===== src/rtl/bow_charge_ctrl.sv =====
// Bow charge sequencer: turns the fire button into a frame-synchronous charge
// animation and a one-cycle shot pulse carrying the charge power.
module bow_charge_ctrl #(
    parameter int STAGE_FRAMES    = 20,
    parameter int COOLDOWN_FRAMES = 30
) (
    input  logic       vga_clk,
    input  logic       Reset,
    input  logic [9:0] DrawX,
    input  logic [9:0] DrawY,
    input  logic       fire_btn,
    output logic [1:0] bow_frame,
    output logic       shoot,
    output logic [1:0] shoot_power,
    output logic       busy
);

    localparam int CNT_MAX = (STAGE_FRAMES > COOLDOWN_FRAMES) ? STAGE_FRAMES : COOLDOWN_FRAMES;
    localparam int CNT_W   = (CNT_MAX > 1) ? $clog2(CNT_MAX) : 1;

    localparam logic [CNT_W-1:0] STAGE_LAST = CNT_W'(STAGE_FRAMES - 1);
    localparam logic [CNT_W-1:0] COOL_LAST  = CNT_W'(COOLDOWN_FRAMES - 1);

    typedef enum logic [1:0] {
        IDLE     = 2'd0,
        CHARGE   = 2'd1,
        COOLDOWN = 2'd2
    } state_t;

    state_t           state;
    logic [CNT_W-1:0] cnt;
    logic [1:0]       stage;
    logic             btn_meta;
    logic             btn_s;
    logic             btn_prev;
    logic             match_d;
    logic             match;
    logic             tick;

    // Edge-detect the last visible pixel so a stalled pixel still gives one tick per frame.
    assign match = (DrawX == 10'd639) && (DrawY == 10'd479);
    assign tick  = match & ~match_d;

    always_ff @(posedge vga_clk) begin
        if (Reset) begin
            state       <= IDLE;
            cnt         <= '0;
            stage       <= 2'd0;
            btn_meta    <= 1'b0;
            btn_s       <= 1'b0;
            btn_prev    <= 1'b1;
            match_d     <= 1'b0;
            bow_frame   <= 2'd0;
            shoot       <= 1'b0;
            shoot_power <= 2'd0;
            busy        <= 1'b0;
        end else begin
            btn_meta <= fire_btn;
            btn_s    <= btn_meta;
            match_d  <= match;
            shoot    <= 1'b0;

            if (tick) begin
                // btn_prev tracks every tick, including cooldown, so a held button needs a re-press.
                btn_prev <= btn_s;
                case (state)
                    IDLE: begin
                        if (btn_s && !btn_prev) begin
                            state     <= CHARGE;
                            stage     <= 2'd1;
                            cnt       <= '0;
                            bow_frame <= 2'd1;
                            busy      <= 1'b1;
                        end
                    end
                    CHARGE: begin
                        if (!btn_s) begin
                            shoot       <= 1'b1;
                            shoot_power <= stage;
                            stage       <= 2'd0;
                            cnt         <= '0;
                            state       <= COOLDOWN;
                            bow_frame   <= 2'd0;
                        end else if (cnt == STAGE_LAST && stage != 2'd3) begin
                            stage     <= stage + 2'd1;
                            cnt       <= '0;
                            bow_frame <= stage + 2'd1;
                        end else if (stage == 2'd3) begin
                            cnt <= '0;
                        end else begin
                            cnt <= cnt + CNT_W'(1);
                        end
                    end
                    COOLDOWN: begin
                        if (cnt == COOL_LAST) begin
                            state <= IDLE;
                            cnt   <= '0;
                            busy  <= 1'b0;
                        end else begin
                            cnt <= cnt + CNT_W'(1);
                        end
                    end
                    default: begin
                        state     <= IDLE;
                        cnt       <= '0;
                        stage     <= 2'd0;
                        bow_frame <= 2'd0;
                        busy      <= 1'b0;
                    end
                endcase
            end
        end
    end

endmodule


===== config.mk =====
export PLATFORM = sky130hd
export DESIGN_NAME = bow_charge_ctrl
export DESIGN_NICKNAME = d
export VERILOG_FILES = /design/src/rtl/bow_charge_ctrl.sv
export SDC_FILE = /design/constraint.sdc
export NUM_CORES = 1
export LEC_CHECK = 0
export ABC_AREA = 1
export CORE_UTILIZATION = 60
export DETAILED_ROUTE_END_ITERATION = 10
export DONT_BUFFER_PORTS = 1
export HOLD_SLACK_MARGIN = 0.1
export PLACE_DENSITY = 0.76
export SYNTH_ARGS = -nofsm -noshare
export SYNTH_HDL_FRONTEND = slang
export SYNTH_SLANG_ARGS = --single-unit

===== constraint.sdc =====
create_clock -name vga_clk -period 2.92 [get_ports vga_clk]
set_input_delay 0.438 -clock vga_clk [delete_from_list [all_inputs] [get_ports vga_clk]]
set_output_delay 0.438 -clock vga_clk [all_outputs]
set_load 0.01 [all_outputs]

==> flow_metrics.py, run 1 <==
metrics = {
    "logic_synthesis": {
        "synth_area_per_cell_um2": 6.355,
        "synth_area_leader_cell": "dfxtp_1",
        "synthArstFlopShare_pct": 0,
        "synth_cell_types": 23,
        "yosysMostFrequentCell": "nand2_1",
        "synth_common_cells": "nand2_1 (41), nor2_1 (35), inv_1 (28)",
        "synth.top_cell.area_share_pct": 32.46,
        "synth-seq-cells": 17,
        "yosys_warnings": 0,
        "yosysSeqAreaShare_pct": 32.46,
        "syn_area_um2": 1049,
        "synth_edf_count": 0,
        "synth_nets": 194,
        "synth_area_leaders": "dfxtp_1 (32%), nand2_1 (15%), nor2_1 (13%)",
        "synth_ff_type": "dfxtp_1",
        "syn_inst": 165,
    },
    "timing": {
        "hold_viol_final": 0,
        "fin_crit_ns": 1.483,
        "setup_violations": 0,
        "maxSlewViolCount": 0,
        "tightest_slew_ns": 0.3346,
        "fmax_mhz": 674.5,
        "layout_setup_ws_ns": 1.437,
        "maxSlewHeadroom_pct": 77.67,
        "finClkSkew_ns": 0.0007604,
        "fin_setup_tns_ns": 0,
        "period_share_pct": 50.77,
        "rsz0062_at_grt": "false",
    },
    "setup_path": {
        "critPathLaunchType": "register",
        "cp_max_fo": 5,
        "crit_type": "reg2reg",
        "end_kind": "register",
        "required_ns": 3.16,
        "arrival_ns": 1.72,
    },
    "global_routing": {
        "grt_max_degree": 12,
        "grt_overflow": 0,
        "antenna_found_initial": 0,
        "grt.total_usage_pct": 22.86,
        "first_global_vias": 782,
        "grt_pass1_wl_um": 3222,
    },
    "clock_tree": {
        "cts_sinks": 17,
        "cts_inserted_buffers": 3,
        "cts_setup_buffers": 0,
        "root_buffer": "clkbuf_4",
        "post_cts_resized": 0,
        "clock_path_buffers": 2,
        "cts_tree": "done",
        "cts.clk_slew.worst_paths_ns": 0.09,
        "cts_hold_buffers": 0,
        "cts.htree.levels": 1,
        "insertion_delay_ns": 0.29,
    },
    "cells_and_area": {
        "area_growth_pct": 3.938,
        "drive_above_1_share_pct": 7.738,
        "nets": 198,
        "antenna_cells": 0,
        "fill_cells": 132,
        "final_util_pct": 69.13,
    },
    "floorplan": {
        "row_count": 14,
        "ios": 29,
        "die_y_um": 43.81,
        "start_util_pct": 66.51,
        "die_w_um": 43.81,
        "die_area_um2": 1919,
        "core_area_um2": 1577,
    },
    "placed_design": {
        "place_hpwl_um": 1505,
        "gp_congestion": 0.8196,
        "pre_cts_ws_ns": 1.469,
        "io_buffers": 0,
    },
    "worst_hold_path": {
        "hp-class": "in2reg",
    },
    "routing": {
        "viasPerCell": 5.043,
        "drt-pass1-iter-count": 7,
        "drc": 4,
        "wl_per_cell_um": 10.24,
        "drtAntennaViolNets": 0,
        "wl_um": 1884,
        "num_vias": 928,
        "drt_iter0_drc": 23,
    },
    "outcome": {
        "outcome": "finished, violations left",
        "violations": "DRC",
    },
    "power_and_ir_drop": {
        "vdd_ir_drop_max_v": 0.0002615,
        "power_leakage_nw": 0.5020,
        "powerDensity_nw_per_um2": 342.0,
    },
    "flow_run": {
        "drv_cap": 0,
    },
}
## cells in the final DEF (no fill, tap or decap), types with 2 or more instances in the layout
cell / n
dfxtp_1: 17
nand3_2: 2
nor2_1: 35
ha_1: 6
nand2_1: 41
nand4_1: 5
clkbuf_4: 3
nand4_2: 2
inv_1: 28
a21oi_1: 6
nand3_1: 6
nor3_1: 2
o21ai_2: 2
o21ai_1: 3
## cell type report
cell class	instances	area, um2	area share [%]
Sequential cell	17	340.3	31.23
Clock buffer	4	26.28	2.411
Tap cell	16	20.02	1.837
Multi-Input combinational cell	117	590.6	54.19
Inverter	30	112.6	10.33
## registers in the layout, indices dropped and copies added (netlist names)
name,flops
stage,2
shoot_power,2
shoot,1
btn_s,1
state,2
match_d,1
cnt,5
btn_meta,1
busy,1
btn_prev,1
## critical path, cell delays in order, from the launching register on
cell     delay, ns
dfxtp_1       0.39
ha_1          0.24
nor2_1        0.09
nand3_1       0.10
a21oi_1       0.21
nand4_2       0.16
and2_0        0.16
nor2_1        0.09
## path summary, 6_finish.rpt
check / cells after the start / endpoint / slack (ns) / from
max: 7 / stage[1] / 1.44 / stage[0]
min: 1 / btn_meta / 0.20 / Reset
max reg2reg: 7 / stage[1] / 1.44 / stage[0]
min reg2reg: 2 / btn_s / 0.42 / btn_meta
## cells by family (layout without fill, tap and decap cells)
kind of cell,count (synthesis),count (layout),share of synthesized area (%)
flops,17,17,32.46
buf+inv,31,34,11.22
xor+xnor,1,1,0.8355
compound gates,13,13,7.160
fa+ha+maj,6,6,7.160
simple gates,97,97,41.17
## metrics by stage
stage / instances / hold WS [ns] / power, mW / cell area, um2
after global placement: 180 / 0.3990 / 0.2525 / 1064
after CTS: 184 / 0.1950 / 0.3790 / 1090
final: 184 / 0.2026 / 0.3727 / 1090
after detailed placement: 180 / 0.4044 / 0.2529 / 1064
after floorplan: 165 / 0.3883 / 0.2513 / 1049
after global routing: 184 / 0.1890 / 0.3910 / 1090
## metal layers
| layer | track usage (%) | wire, um | vias up |
|---|---|---|---|
| met2 | 34.33 | 842 | 26 |
| met1 | 30.59 | 881 | 385 |
| met3 | 4.583 | 122 | 5 |
| met4 | 12.50 | 37 | 0 |
| li1 | - | - | 512 |
| met5 | 0 | 0 | - |
## power by group
part | switching (mW) | internal [mW]
logic | 0.00915 | 0.00494
registers | 0.000405 | 0.233
clock network | 0.0721 | 0.0532
total | 0.0817 | 0.291
(Power assumes the default switching activity.)
==> run 2, diff against run 1 <==
- clock period: 2.92 -> 1.45 ns (I/O delays scaled with it)
==> flow_metrics.py, run 2 (synthesized netlist as in run 1, its figures left out) <==
metrics = {
    "setup_path": {
        "arrival_ns": 1.64,
        "cp_num_cells": 7,
        "reg2reg_depth": 7,
        "end_kind": "register",
        "required_ns": 1.67,
        "crit_type": "reg2reg",
        "critPathLaunchType": "register",
        "cpMostUsedCell": "inv_2",
        "path_buf_inv": 2,
        "slowest_stage": "dfxtp_2",
        "cp_max_fo": 4,
        "crit_family": "simple AND/OR/NAND/NOR gates",
        "crit_chain": "inv_2, ha_2, inv_2, or2_2, nor2_2, o21ai_1, nor2_1",
        "max_stage_delay_ns": 0.38,
    },
    "timing": {
        "fin_crit_ns": 1.415,
        "finClkSkew_ns": 0.01005,
        "setup_violations": 0,
        "maxSlewViolCount": 0,
        "period_share_pct": 97.62,
        "hold_viol_final": 0,
        "whs_ns": 0.1724,
        "maxSlewHeadroom_pct": 77.58,
        "tightest_slew_ns": 0.3359,
        "fmax_mhz": 706.5,
        "layout_setup_ws_ns": 0.03457,
        "rsz0062_at_grt": "true",
    },
    "flow_run": {
        "drv_cap": 0,
    },
    "floorplan": {
        "die_y_um": 43.81,
        "row_count": 14,
        "start_util_pct": 66.51,
        "die_w_um": 43.81,
        "ios": 29,
        "die_area_um2": 1919,
        "core_area_um2": 1577,
    },
    "clock_tree": {
        "cts.clk_slew.worst_paths_ns": 0.11,
        "cts_inserted_buffers": 3,
        "cts_sinks": 17,
        "root_buffer": "clkbuf_4",
        "cts.htree.levels": 1,
        "clock_path_buffers": 2,
        "insertion_delay_ns": 0.29,
        "cts_tree": "done",
    },
    "global_routing": {
        "grt_pass1_wl_um": 3705,
        "first_global_vias": 923,
        "antenna_found_initial": 0,
        "grt.total_usage_pct": 26.08,
        "grt_overflow": 0,
        "grt_max_degree": 12,
    },
    "cells_and_area": {
        "final_cells": 194,
        "final_util_pct": 76.98,
        "top_register": "cnt",
        "final_cell_mix": "nand2_1 (40), nor2_1 (33), inv_1 (22)",
        "nets": 208,
        "area_growth_pct": 15.75,
        "antenna_cells": 0,
        "fill_cells": 119,
        "final_common_cell": "nand2_1",
        "drive_above_1_share_pct": 21.35,
        "largest_reg_flops": 5,
    },
    "routing": {
        "wl_per_cell_um": 11.55,
        "drt-pass1-iter-count": 8,
        "drc": 4,
        "wl_um": 2241,
        "drt_iter0_drc": 19,
        "drtAntennaViolNets": 0,
        "viasPerCell": 5.320,
        "num_vias": 1032,
    },
    "power_and_ir_drop": {
        "powerDensity_nw_per_um2": 629.2,
        "power_leakage_nw": 0.5544,
        "vdd_ir_drop_max_v": 0.0005092,
        "power_uw": 763.6,
    },
    "placed_design": {
        "place_hpwl_um": 1698,
        "io_buffers": 0,
        "pre_cts_ws_ns": -0.003745,
        "placedCellCount": 187,
        "gp_congestion": 0.8388,
    },
    "outcome": {
        "outcome": "finished, violations left",
        "violations": "DRC",
    },
    "worst_hold_path": {
        "hp-class": "in2reg",
        "hold_path_depth": 3,
    },
}
-- run 2: repair_timing --
item,CTS,global route
setup buffers,0,1
endpoints found under the setup margin,2,9
cloned,0,0
gates resized for setup,1,18
pin swaps,0,7
hold buffers,2,0
hold endpoints to repair,6,0
-- run 2: worst min-delay path: cells and delay by family --
kind / cells / cell delay (ns)
AND/OR/NAND/NOR: 3 / 0.21
-- run 2: cell type report --
class	count	area [um2]	area share, %
Clock buffer	4	26.28	2.165
Inverter	30	112.6	9.278
Multi-Input combinational cell	117	629.4	51.86
Timing Repair Buffer	10	80.08	6.598
Tap cell	16	20.02	1.649
Sequential cell	17	345.3	28.45
-- run 2: path summary, 6_finish.rpt --
path | start | endpoint | slack (ns)
worst max-delay path | state[0] | cnt[1] | 0.03
worst max register to register | state[0] | cnt[1] | 0.03
worst min register to register | btn_meta | btn_s | 0.41
worst min-delay path | DrawX[7] | match_d | 0.17
-- run 2: metal layers --
metal,routed length (um),GRT usage [%]
met1,1007,32.14
met2,1095,45.37
met3,105,2.500
met4,32,11.88
met5,0,0
-- run 2: power breakdown --
part | total [mW] | internal (mW) | switching, mW
sequential | 0.470 | 0.469 | 0.00122
clock | 0.258 | 0.107 | 0.151
combinational | 0.0352 | 0.0135 | 0.0217
-- run 2: per-stage QoR --
step	area, um2	setup TNS, ns
finish	1214	0
global placement	1116	0
CTS	1166	0
floorplan	1049	0
detailed placement	1116	-0.003745
global route	1214	-0.1343
==> run 3, diff against run 2 <==
- ABC_AREA: 1 -> default
- CTS_CLUSTER_SIZE: default -> 12
- GPL_TIMING_DRIVEN: default -> 0
==> flow_metrics.py, run 3 <==
metrics = {
    "routing": {
        "drt-pass1-iter-count": 5,
        "wl_per_cell_um": 19.44,
        "drtAntennaViolNets": 0,
        "num_vias": 999,
        "drc": 0,
        "viasPerCell": 6.938,
        "wl_um": 2799,
        "drt_iter0_drc": 47,
    },
    "power_and_ir_drop": {
        "power_leakage_nw": 0.4051,
        "net-switching-power_uw": 171.5,
        "intPower_uw": 589.0,
        "sw_frac_of_total_pct": 22.55,
        "p_clk_share_pct": 33.9,
        "power_frac_seq_pct": 61.2,
        "vdd_ir_drop_max_v": 0.0004373,
        "powerDensity_nw_per_um2": 566.4,
        "p_comb_share_pct": 4.9,
        "power_uw": 760.5,
    },
    "logic_synthesis": {
        "syn_area_um2": 1049,
        "synth_area_per_cell_um2": 9.197,
        "synth_cell_types": 38,
        "yosys_warnings": 0,
        "synth_ff_type": "dfxtp_1",
        "yosysMostFrequentCell": "dfxtp_1",
        "synth_nets": 143,
        "synth.top_cell.area_share_pct": 32.46,
        "syn_inst": 114,
        "synth-seq-cells": 17,
        "synth_area_leaders": "dfxtp_1 (32%), nand4b_1 (7.5%), ha_1 (7.2%)",
        "synth_area_leader_cell": "dfxtp_1",
        "yosysSeqAreaShare_pct": 32.46,
        "synth_edf_count": 0,
        "synth_common_cells": "dfxtp_1 (17), nand4b_1 (9), nand2b_1 (8), nand4_1 (8)",
        "synthArstFlopShare_pct": 0,
    },
    "floorplan": {
        "start_util_pct": 66.51,
        "ios": 29,
        "die_w_um": 43.81,
        "die_y_um": 43.81,
        "core_area_um2": 1577,
        "die_area_um2": 1919,
        "row_count": 14,
    },
    "placed_design": {
        "placedCellCount": 130,
        "gp_congestion": 0.8981,
        "place_area_um2": 1125,
        "io_buffers": 0,
        "place_hpwl_um": 1718,
        "pre_cts_ws_ns": -0.2533,
    },
    "clock_tree": {
        "cts.htree.levels": 1,
        "cts_inserted_buffers": 3,
        "cts.clk_slew.worst_paths_ns": 0.09,
        "insertion_delay_ns": 0.30,
        "root_buffer": "clkbuf_4",
        "cts_sinks": 17,
        "cts_tree": "done",
        "clock_path_buffers": 2,
    },
    "global_routing": {
        "first_global_vias": 845,
        "grt_busiest_layer": "met2",
        "met2_usage_pct": 46.27,
        "grt_overflow": 0,
        "met1_usage_pct": 38.87,
        "grt_max_degree": 11,
        "grt_pass1_wl_um": 4036,
        "antenna_found_initial": 0,
        "grt.total_usage_pct": 29.29,
        "use_met3_pct": 5.833,
    },
    "setup_path": {
        "reg2reg_slack_ns": -0.07,
        "crit_type": "reg2reg",
        "arrival_ns": 1.75,
        "critPathLaunchType": "register",
        "required_ns": 1.68,
        "reg2reg_depth": 5,
        "cp_max_fo": 5,
        "end_kind": "register",
    },
    "cells_and_area": {
        "largest_reg_flops": 5,
        "nets": 158,
        "fill_cells": 77,
        "area_growth_pct": 28.04,
        "top_register": "cnt",
        "final_util_pct": 85.16,
        "final_cell_mix": "dfxtp_1 (10), nand4b_1 (9), nand4_1 (8), nand2b_1 (8), buf_4 (7)",
        "final_cells": 144,
        "final_common_cell": "dfxtp_1",
        "fin_area_um2": 1343,
        "antenna_cells": 0,
        "drive_above_1_share_pct": 31.25,
    },
    "timing": {
        "maxSlewHeadroom_pct": 45.93,
        "fmax_mhz": 657.9,
        "period_share_pct": 104.8,
        "maxSlewViolCount": 0,
        "tightest_slew_ns": 0.8043,
        "layout_setup_ws_ns": -0.07002,
        "hold_viol_final": 0,
        "fin_crit_ns": 1.520,
        "setup_violations": 8,
        "finClkSkew_ns": 0.002596,
        "rsz0062_at_grt": "true",
    },
    "flow_run": {
        "drv_cap": 0,
    },
    "worst_hold_path": {
        "hold_path_depth": 2,
        "hp-class": "in2reg",
    },
    "outcome": {
        "violations": "setup timing",
        "outcome": "finished, violations left",
    },
}
## run 3: cell types whose count changed in the layout (fill, tap and decap cells not counted), moves of 4 or more
cell | before | now
dfxtp_4 | 0 | 4
nor2_1 | 33 | 3
mux2i_1 | 0 | 4
inv_1 | 22 | 2
nand4b_1 | 0 | 9
nand2_1 | 40 | 2
inv_2 | 7 | 0
nand2b_1 | 0 | 8
## run 3: final cells by class
class | count | area (um2) | share of cell area (%)
Tap cell | 16 | 20.02 | 1.491
Sequential cell | 17 | 359.1 | 26.75
Multi-Input combinational cell | 90 | 814.5 | 60.67
Inverter | 4 | 20.02 | 1.491
Buffer | 3 | 18.77 | 1.398
Timing Repair Buffer | 10 | 83.83 | 6.244
Clock buffer | 4 | 26.28 | 1.957
## run 3: critical path: stages, from the launching register on
cell and delay [ns]:
dfxtp_4 0.37, inv_4 0.04, ha_4 0.18, a2111o_1 0.43
nor4_4 0.22, mux2i_1 0.21
## run 3: per-stage QoR
step	setup TNS, ns	hold slack [ns]
detailed placement	-1.817	0.3561
global route	-0.9293	0.2295
finish	-0.3164	0.2235
global placement	-1.525	0.3532
CTS	-0.4337	0.1622
floorplan	-0.03146	0.3457
## run 3: logic make-up after synthesis
group / share of synthesized area (%)
mux: 3.819
fa+ha+maj: 7.160
buf+inv: 2.625
simple gates: 38.43
compound gates: 15.51
flops: 32.46
## run 3: final timing paths
| check | startpoint | endpoint |
|---|---|---|
| max | state[0] | stage[1] |
| min | DrawY[7] | match_d |
| max reg2reg | state[0] | stage[1] |
| min reg2reg | btn_meta | btn_s |
## run 3: power groups by stage
stage / clock [mW] / combinational [mW] / sequential, mW
finish: 0.258 / 0.0370 / 0.466
floorplan: 0 / 0.0257 / 0.482
global placement: 0 / 0.0294 / 0.482
global route: 0.291 / 0.0395 / 0.466
detailed placement: 0 / 0.0301 / 0.482
CTS: 0.260 / 0.0344 / 0.468
## run 3: timing repair
item | in CTS | in global routing
pin swaps | 11 | 9
endpoints found under the setup margin | 10 | 11
setup buffers | 5 | 3
resized for setup | 14 | 12
hold buffers | 2 | 0
endpoints found under the hold margin | 2 | 0
## run 3: metal layers
layer  vias up  wire length, um  share of wire [%]
met1       462             1159                 41
met3         7              172                6.1
met4         0               74                2.6
li1        479                -                  -
met2        51             1393                 50
met5         -                0                  0
